--- src/rtl/spi_pkg.sv ---
// Shared SPI-domain types, opcodes and wipe FSM encoding.
package spi_pkg;

  typedef logic [7:0] spi_byte_t;

  localparam spi_byte_t OP_WIPE_ALL = 8'hFF;

  typedef enum logic [2:0] {
    IDLE     = 3'd0,
    KEY_A    = 3'd1,
    KEY_B    = 3'd2,
    ASSERT   = 3'd3,
    COOLDOWN = 3'd4
  } wipe_state_t;

endpackage

--- src/rtl/wipe_hold_timer.sv ---
// Loadable saturating down-counter; done_c is high while the count sits at zero.
module wipe_hold_timer #(
  parameter int unsigned MAX_COUNT = 16
) (
  input  logic                             clk,
  input  logic                             rst,
  input  logic                             load,
  input  logic [$clog2(MAX_COUNT + 1)-1:0] load_val,
  input  logic                             en,
  output logic                             done_c
);

  localparam int unsigned CW = $clog2(MAX_COUNT + 1);

  logic [CW-1:0] count;

  always_ff @(posedge clk) begin
    if (rst) begin
      count <= '0;
    end else if (load) begin
      count <= load_val;
    end else if (en && (count != '0)) begin
      count <= count - CW'(1);
    end
  end

  assign done_c = (count == '0);

endmodule

--- src/rtl/spi_wipe_requester.sv ---
// Decodes WIPE_ALL from the SPI byte stream and drives a stretched, SCK-gated soft_reset.
// Build option: SPI_WIPE_KEY_CHECK_EN adds the two confirmation bytes, timeout and abort pulse.
module spi_wipe_requester
  import spi_pkg::*;
#(
  parameter int unsigned HOLD_CYCLES     = 16,
  parameter int unsigned COOLDOWN_CYCLES = 64,
  parameter int unsigned TIMEOUT_CYCLES  = 100000,
  parameter spi_byte_t   KEY0            = 8'hA5,
  parameter spi_byte_t   KEY1            = 8'h5A
) (
  input  logic      clk_100m,
  input  logic      rst_100m,
  input  logic      frame_start,
  input  logic      byte_valid,
  input  spi_byte_t byte_data,
  input  logic      sck_rise_pulse,
  input  logic      rst_protect,
  output logic      soft_reset,
  output logic      wipe_busy,
  output logic      wipe_abort
);

  localparam int unsigned HW = $clog2(HOLD_CYCLES + 1);
  localparam int unsigned CW = $clog2(COOLDOWN_CYCLES + 1);

  wipe_state_t state;
  wipe_state_t state_next;

  logic first_byte;
  logic sck_seen;
  logic byte_ok_c;
  logic opcode_hit_c;
  logic hold_load_c;
  logic hold_done_c;
  logic cool_load_c;
  logic cool_done_c;

  // A byte arriving with frame_start is the new frame's first byte.
  assign byte_ok_c    = byte_valid && !rst_protect;
  assign opcode_hit_c = byte_ok_c && (frame_start || first_byte) && (byte_data == OP_WIPE_ALL);

`ifdef SPI_WIPE_KEY_CHECK_EN
  localparam int unsigned TW = $clog2(TIMEOUT_CYCLES + 1);

  logic [TW-1:0] tmo_cnt;
  logic          timeout_hit_c;
  logic          abort_c;
  logic          key_accept_c;
  logic          in_key_c;

  assign in_key_c      = (state == KEY_A) || (state == KEY_B);
  assign timeout_hit_c = (tmo_cnt == TW'(TIMEOUT_CYCLES - 1));

  // Inter-byte timeout; restarts on every accepted byte and outside the key states.
  always_ff @(posedge clk_100m) begin
    if (rst_100m) begin
      tmo_cnt <= '0;
    end else if (key_accept_c || !in_key_c) begin
      tmo_cnt <= '0;
    end else if (tmo_cnt != TW'(TIMEOUT_CYCLES)) begin
      tmo_cnt <= tmo_cnt + TW'(1);
    end
  end

  always_ff @(posedge clk_100m) begin
    if (rst_100m) begin
      wipe_abort <= 1'b0;
    end else begin
      wipe_abort <= abort_c;
    end
  end
`else
  logic unused_cfg;
  assign unused_cfg = ^{KEY0, KEY1, 32'(TIMEOUT_CYCLES)};
  assign wipe_abort = 1'b0;
`endif

  always_comb begin
    state_next  = state;
    hold_load_c = 1'b0;
    cool_load_c = 1'b0;
`ifdef SPI_WIPE_KEY_CHECK_EN
    abort_c      = 1'b0;
    key_accept_c = 1'b0;
`endif
    case (state)
      IDLE: begin
        if (opcode_hit_c) begin
`ifdef SPI_WIPE_KEY_CHECK_EN
          state_next   = KEY_A;
          key_accept_c = 1'b1;
`else
          state_next  = ASSERT;
          hold_load_c = 1'b1;
`endif
        end
      end
`ifdef SPI_WIPE_KEY_CHECK_EN
      KEY_A: begin
        if (frame_start) begin
          abort_c = 1'b1;
        end else if (byte_ok_c) begin
          if (byte_data == KEY0) begin
            state_next   = KEY_B;
            key_accept_c = 1'b1;
          end else begin
            abort_c = 1'b1;
          end
        end else if (timeout_hit_c) begin
          abort_c = 1'b1;
        end
        if (abort_c) state_next = IDLE;
      end
      KEY_B: begin
        if (frame_start) begin
          abort_c = 1'b1;
        end else if (byte_ok_c) begin
          if (byte_data == KEY1) begin
            state_next   = ASSERT;
            key_accept_c = 1'b1;
            hold_load_c  = 1'b1;
          end else begin
            abort_c = 1'b1;
          end
        end else if (timeout_hit_c) begin
          abort_c = 1'b1;
        end
        if (abort_c) state_next = IDLE;
      end
`endif
      ASSERT: begin
        if (hold_done_c && (sck_seen || sck_rise_pulse)) begin
          state_next  = COOLDOWN;
          cool_load_c = 1'b1;
        end
      end
      COOLDOWN: begin
        if (cool_done_c) state_next = IDLE;
      end
      default: state_next = IDLE;
    endcase
  end

  always_ff @(posedge clk_100m) begin
    if (rst_100m) begin
      state      <= IDLE;
      first_byte <= 1'b0;
      sck_seen   <= 1'b0;
      soft_reset <= 1'b0;
      wipe_busy  <= 1'b0;
    end else begin
      state      <= state_next;
      first_byte <= byte_valid ? 1'b0 : (frame_start || first_byte);
      sck_seen   <= (state == ASSERT) && (state_next == ASSERT) && (sck_seen || sck_rise_pulse);
      soft_reset <= (state_next == ASSERT);
      wipe_busy  <= (state_next == ASSERT) || (state_next == COOLDOWN);
    end
  end

  // Hold count covers HOLD_CYCLES cycles of ASSERT, cooldown covers COOLDOWN_CYCLES cycles.
  wipe_hold_timer #(.MAX_COUNT(HOLD_CYCLES)) u_hold_timer (
    .clk      (clk_100m),
    .rst      (rst_100m),
    .load     (hold_load_c),
    .load_val (HW'(HOLD_CYCLES - 1)),
    .en       (state == ASSERT),
    .done_c   (hold_done_c)
  );

  wipe_hold_timer #(.MAX_COUNT(COOLDOWN_CYCLES)) u_cool_timer (
    .clk      (clk_100m),
    .rst      (rst_100m),
    .load     (cool_load_c),
    .load_val (CW'(COOLDOWN_CYCLES - 1)),
    .en       (state == COOLDOWN),
    .done_c   (cool_done_c)
  );

endmodule

--- config.mk ---
export PLATFORM = sky130hd
export DESIGN_NAME = spi_wipe_requester
export DESIGN_NICKNAME = d
export VERILOG_FILES = /design/src/rtl/spi_pkg.sv /design/src/rtl/wipe_hold_timer.sv /design/src/rtl/spi_wipe_requester.sv
export SDC_FILE = /design/constraint.sdc
export NUM_CORES = 1
export LEC_CHECK = 0
export BUFFER_PORTS_ARGS = -buffer_cell sky130_fd_sc_hd__buf_2
export CORE_MARGIN = 8
export CORE_UTILIZATION = 32
export DETAILED_ROUTE_END_ITERATION = 8
export SYNTH_ARGS = -nofsm -noshare
export SYNTH_HDL_FRONTEND = slang
export SYNTH_SLANG_ARGS = --single-unit
--- constraint.sdc ---
create_clock -name clk_100m -period 2.8 [get_ports clk_100m]
set_clock_uncertainty 0.2 [all_clocks]
set_input_delay 0.56 -clock clk_100m [delete_from_list [all_inputs] [get_ports clk_100m]]
set_output_delay 0.56 -clock clk_100m [all_outputs]
set_load 0.05 [all_outputs]
* Yosys cells after proc, flatten, opt, wreduce, memory -nomap -nowiden
Index checks and enable logic that the tools add are counted.
Operators by class: add/sub/neg operators 2, multipliers 0, divide/modulo/power cells 0, $lt $le $gt $ge 0, eq/ne operators 5, shift-type cells 0, mux-type cells 12, bitwise gates (word level) 0, reduce and logical (&&, ||, !) cells 22
Operators with widths (count):
- 6-bit two-way mux | 2
- 3-bit two-way mux | 3
- 3-bit case mux with 3 select lines | 1
- 8-bit == test (second input constant) | 1
- 1-bit logical AND | 8
- 4-bit two-way mux | 2
- 7-bit zero test | 1
- 7-bit nonzero test | 1
- 7-bit by 1-bit subtractor with 7-bit output (second input constant) | 1
- 3-bit by 2-bit == test with 1-bit output (second input constant) | 2
- 3-bit == test (second input constant) | 2
- 2-bit OR reduction | 3
- 5-bit zero test | 1
- 5-bit nonzero test | 1
- 5-bit by 1-bit subtractor with 5-bit output (second input constant) | 1
- 1-bit two-way mux | 4
- 2-bit nonzero test | 2
- 3-bit zero test | 1
- 1-bit logical OR | 3
- 1-bit zero test | 1
Storage, ports and cells: flip-flop bits (word level) 19, latch bits 0, RAM bits 0, ROM bits 0, bits of input ports 14, output and inout bits 3, logic and storage cells 50, memories kept 0

* Depth between registers and ports, before layout
depth after elaboration 9, gate-level depth with buffers 8, mapped depth without buffers 6

* Cells and area by module
From an unflattened synthesis, not the netlist that was laid out.
Unflattened totals: cells, all modules 120, area total of the unflattened synthesis 1067.3 um2
Modules (own cells, without submodules):
- wipe_hold_timer at u_cool_timer | times used 1, cells an instance 48, area an instance 419.2 um2, sequential area each 140.1 um2
- wipe_hold_timer at u_hold_timer | times used 1, cells an instance 37, area an instance 326.6 um2, sequential area each 100.1 um2
- spi_wipe_requester | times used 1, cells an instance 35, area an instance 321.6 um2, sequential area each 140.1 um2

* Worst setup path before layout
Ideal clock, no wire load.
path kind register to register, start register u_hold_timer.count[0], end register u_cool_timer.count[6], library setup time 0.130 ns, arrival time 1.654 ns, required time 2.470 ns, setup slack 0.815 ns, stages on the path, launching flop included 9, buffers on the path 2, clock period less this slack 1.985 ns, cells stage by stage dfxtp_1 > inv_1 > ha_1 > or4b_1 > buf_2 > or3_1 > buf_6 > inv_1 > nor3_1
On the way: cells in the longest elaborated chain, start to end 5
Ends and longest elaborated chain:
- start, declared | RTL line wipe_hold_timer.sv:15 | logic [CW-1:0] count;
- start signal, assigned | RTL line wipe_hold_timer.sv:21 | count <= load_val;
- start signal, assigned | RTL line wipe_hold_timer.sv:23 | count <= count - CW'(1);
- 5-bit zero test | RTL line wipe_hold_timer.sv:27 | assign done_c = (count == '0);
- 1-bit logical AND | RTL line spi_wipe_requester.sv:133 | if (hold_done_c && (sck_seen || sck_rise_pulse)) begin
- 1-bit two-way mux | RTL line spi_wipe_requester.sv:133
- 1-bit two-way mux | RTL line spi_wipe_requester.sv:87 | case (state)
- 2-bit OR reduction (no line)
- end signal, assigned | RTL line wipe_hold_timer.sv:21
- end signal, assigned | RTL line wipe_hold_timer.sv:23
- end, declared | RTL line wipe_hold_timer.sv:15
Every way passes these cells. A chain may end at the register's enable or synchronous reset.

* Worst setup path in the final report
Same ends and word-level chain as after synthesis.

==> impl_metrics.json <==
{
  "placedInstanceArea_sq_um": 1020,
  "synth-simple-area-share_pct": 23.2,
  "firstDrtPassIters": 4,
  "yosys.area_share.xor_xnor_pct": 6.52,
  "fp.coreArea_sq_um": 2780,
  "grt_pass1_wl_mm": 3.48,
  "clockBufferDepth": 2,
  "synth_edf_count": 0,
  "p_total_mw": 0.425,
  "critPathKind": "register to register",
  "worst-path-buf-inv": 2,
  "drc_errors": 0,
  "clk_pin_slew_worst_paths_ns": 0.11,
  "syn_nets": 123,
  "start_kind": "register",
  "end_kind": "register",
  "ys_seq_area_share_pct": 40.5,
  "syn-cell-area_sq_um": 940,
  "grt_pass1_vias": 805,
  "fillCellCount": 288,
  "muxShareOfSynthArea_pct": 3.33,
  "antenna_cells": 0,
  "worst_pin_slew_ns": 0.567,
  "ys_dominant_reg_cell": "dfxtp_1",
  "setup-violations-final": 0,
  "dp_hpwl_mm": 1.44,
  "yosysMostFrequentCell": "dfxtp_1",
  "cts_tree": "done",
  "ys_ff_latch": 19,
  "fin_crit_ns": 2.10,
  "drt.antenna.violating_nets": 0,
  "min_from": "byte_valid",
  "worstPathCellList": "inv_1 -> ha_1 -> or4b_1 -> or3_1 -> inv_1 -> nor3_1",
  "clock-root-buffer": "clkbuf_4",
  "wl_per_cell_um": 12.8,
  "clock-sinks": 19,
  "status": "complete, no violations",
  "wirelength_mm": 1.92,
  "reg2reg_from": "u_hold_timer.count[0]",
  "place_ws_ns": 0.669,
  "synth_top_family_by_area": "simple AND/OR/NAND/NOR gates",
  "io_buffers": 15,
  "yosys_warnings": 0,
  "synthTopCellsByArea": "dfxtp_1 40%, a21oi_1 9.6%, ha_1 5.3%, xnor2_1 4.7%, nor3_1 3.2%",
  "ys_top_cells_by_count": "19 x dfxtp_1, 18 x a21oi_1, 6 x inv_1, 6 x nor3_1",
  "place_inst": 146,
  "dieArea_sq_um": 4930,
  "fin_area_sq_um": 1050,
  "drt_iter0_markers": 11,
  "start_util_pct": 33.8,
  "worst_hold_path_type": "primary input to register",
  "rsz0062_at_grt": "false",
  "grt_overflow_total": 0,
  "required_ns": 2.78,
  "clk_latency_ns": 0.29,
  "dieHeight_um": 70.2,
  "netlist_instances": 105,
  "slew_headroom_pct": 61.9,
  "synth_compound_area_share_pct": 15.0,
  "cts_resized": 0,
  "fp-row-count": 19,
  "critical_path.top_delay_family": "simple AND/OR/NAND/NOR gates",
  "cp-startpoint": "u_hold_timer.count[0]",
  "postCtsSetupBuffers": 0,
  "syn_avg_cell_area_sq_um": 8.95,
  "grt_max_degree": 21,
  "syn_to_final_growth_pct": 11.7,
  "hold_buffers": 0,
  "cap_viol_max_count": 0,
  "hold_ws_ns": 0.243,
  "cts-buffers-inserted": 3,
  "setup_slack_ns": 0.703,
  "layout-drive-gt1-share_pct": 18.5,
  "tns_ns": 0,
  "ir_drop_mv": 0.343,
  "power_density_nw_per_um2": 405,
  "synthAdderAreaFrac_pct": 5.33,
  "arrival_ns": 2.08,
  "fin_nets": 138,
  "netlist.area_leader.share_pct": 40.5,
  "synthDistinctLibCells": 35,
  "fmax_mhz": 477,
  "final_util_pct": 37.7,
  "ios": 17,
  "final-max-slew-violation-count": 0,
  "htreeDepth": 1,
  "viasPerCell": 5.20,
  "gp_congestion": 0.844,
  "p_leak_nw": 0.409,
  "synth_top_cell_by_area": "dfxtp_1",
  "vias": 780,
  "layoutNonFillerInstCount": 150,
  "cp_slowest_cell": "or4b_1",
  "path_common_cell": "inv_1",
  "max_stage_delay_ns": 0.53,
  "synthArstFlopShare_pct": 0,
  "die_w_um": 70.2,
  "final_hold_viol_count": 0,
  "grt_antenna_before_repair": 0,
  "min_period_over_period_pct": 74.9,
  "grt_use_total_pct": 8.31,
  "cp_max_fo": 8
}
==> worst reg2reg max path, cell delays in order, from the launching register on <==
cell and delay, ns:
dfxtp_1 0.32, inv_1 0.11, ha_1 0.16, or4b_1 0.53, or3_1 0.52, inv_1 0.09
nor3_1 0.05
==> sequential cells by signal, indices dropped and copies added, names as in the netlist <==
name and flops:
u_hold_timer.count 5, u_cool_timer.count 7, state 3, sck_seen 1
wipe_busy 1, soft_reset 1, first_byte 1
==> cell type report <==
class                           instances  area, sq um  area share (%)
Multi-Input combinational cell         75          505            48.2
Sequential cell                        19          380            36.2
Timing Repair Buffer                   15         75.1            7.15
Tap cell                               31         38.8            3.69
Clock buffer                            3         22.5            2.15
Inverter                                6         22.5            2.15
Clock inverter                          1         5.00           0.477
==> worst paths after layout <==
check	endpoint	slack (ns)	depth (start not counted)
min reg2reg	first_byte	0.33	2
max reg2reg	u_cool_timer.count[6]	0.70	6
min	first_byte	0.24	2
max	u_cool_timer.count[6]	0.70	6
==> cells by family (layout without fill, tap and decap cells) <==
group | Yosys count | after routing
AOI/OAI and AO/OA | 25 | 25
xor gates and xnor gates | 7 | 7
adders and majority gates | 4 | 4
buffers and inverters | 11 | 25
DFF | 19 | 19
muxes | 3 | 3
other | 1 | 1
and+or+nand+nor | 35 | 35
==> per-layer routing <==
layer | part of all wire (%) | track usage [%]
met1 | 47 | 9.08
met2 | 49 | 14.9
met3 | 3.8 | 3.25
met4 | 0.73 | 1.34
met5 | 0 | 0
==> power breakdown <==
group          switching, mW  internal, mW
clock network         0.0805        0.0531
registers           0.000205         0.271
logic                 0.0116       0.00841
total                 0.0923         0.332
==> cells in the final DEF (no fill, tap or decap), types with 3 or more instances in the layout <==
master	count
buf_2	15
nand2_1	4
nor2_1	5
nor3_1	6
inv_1	6
xnor2_1	5
clkbuf_4	3
ha_1	4
a21oi_1	18
dfxtp_1	19
or3_1	3
Power figures use the tool's default switching activity.
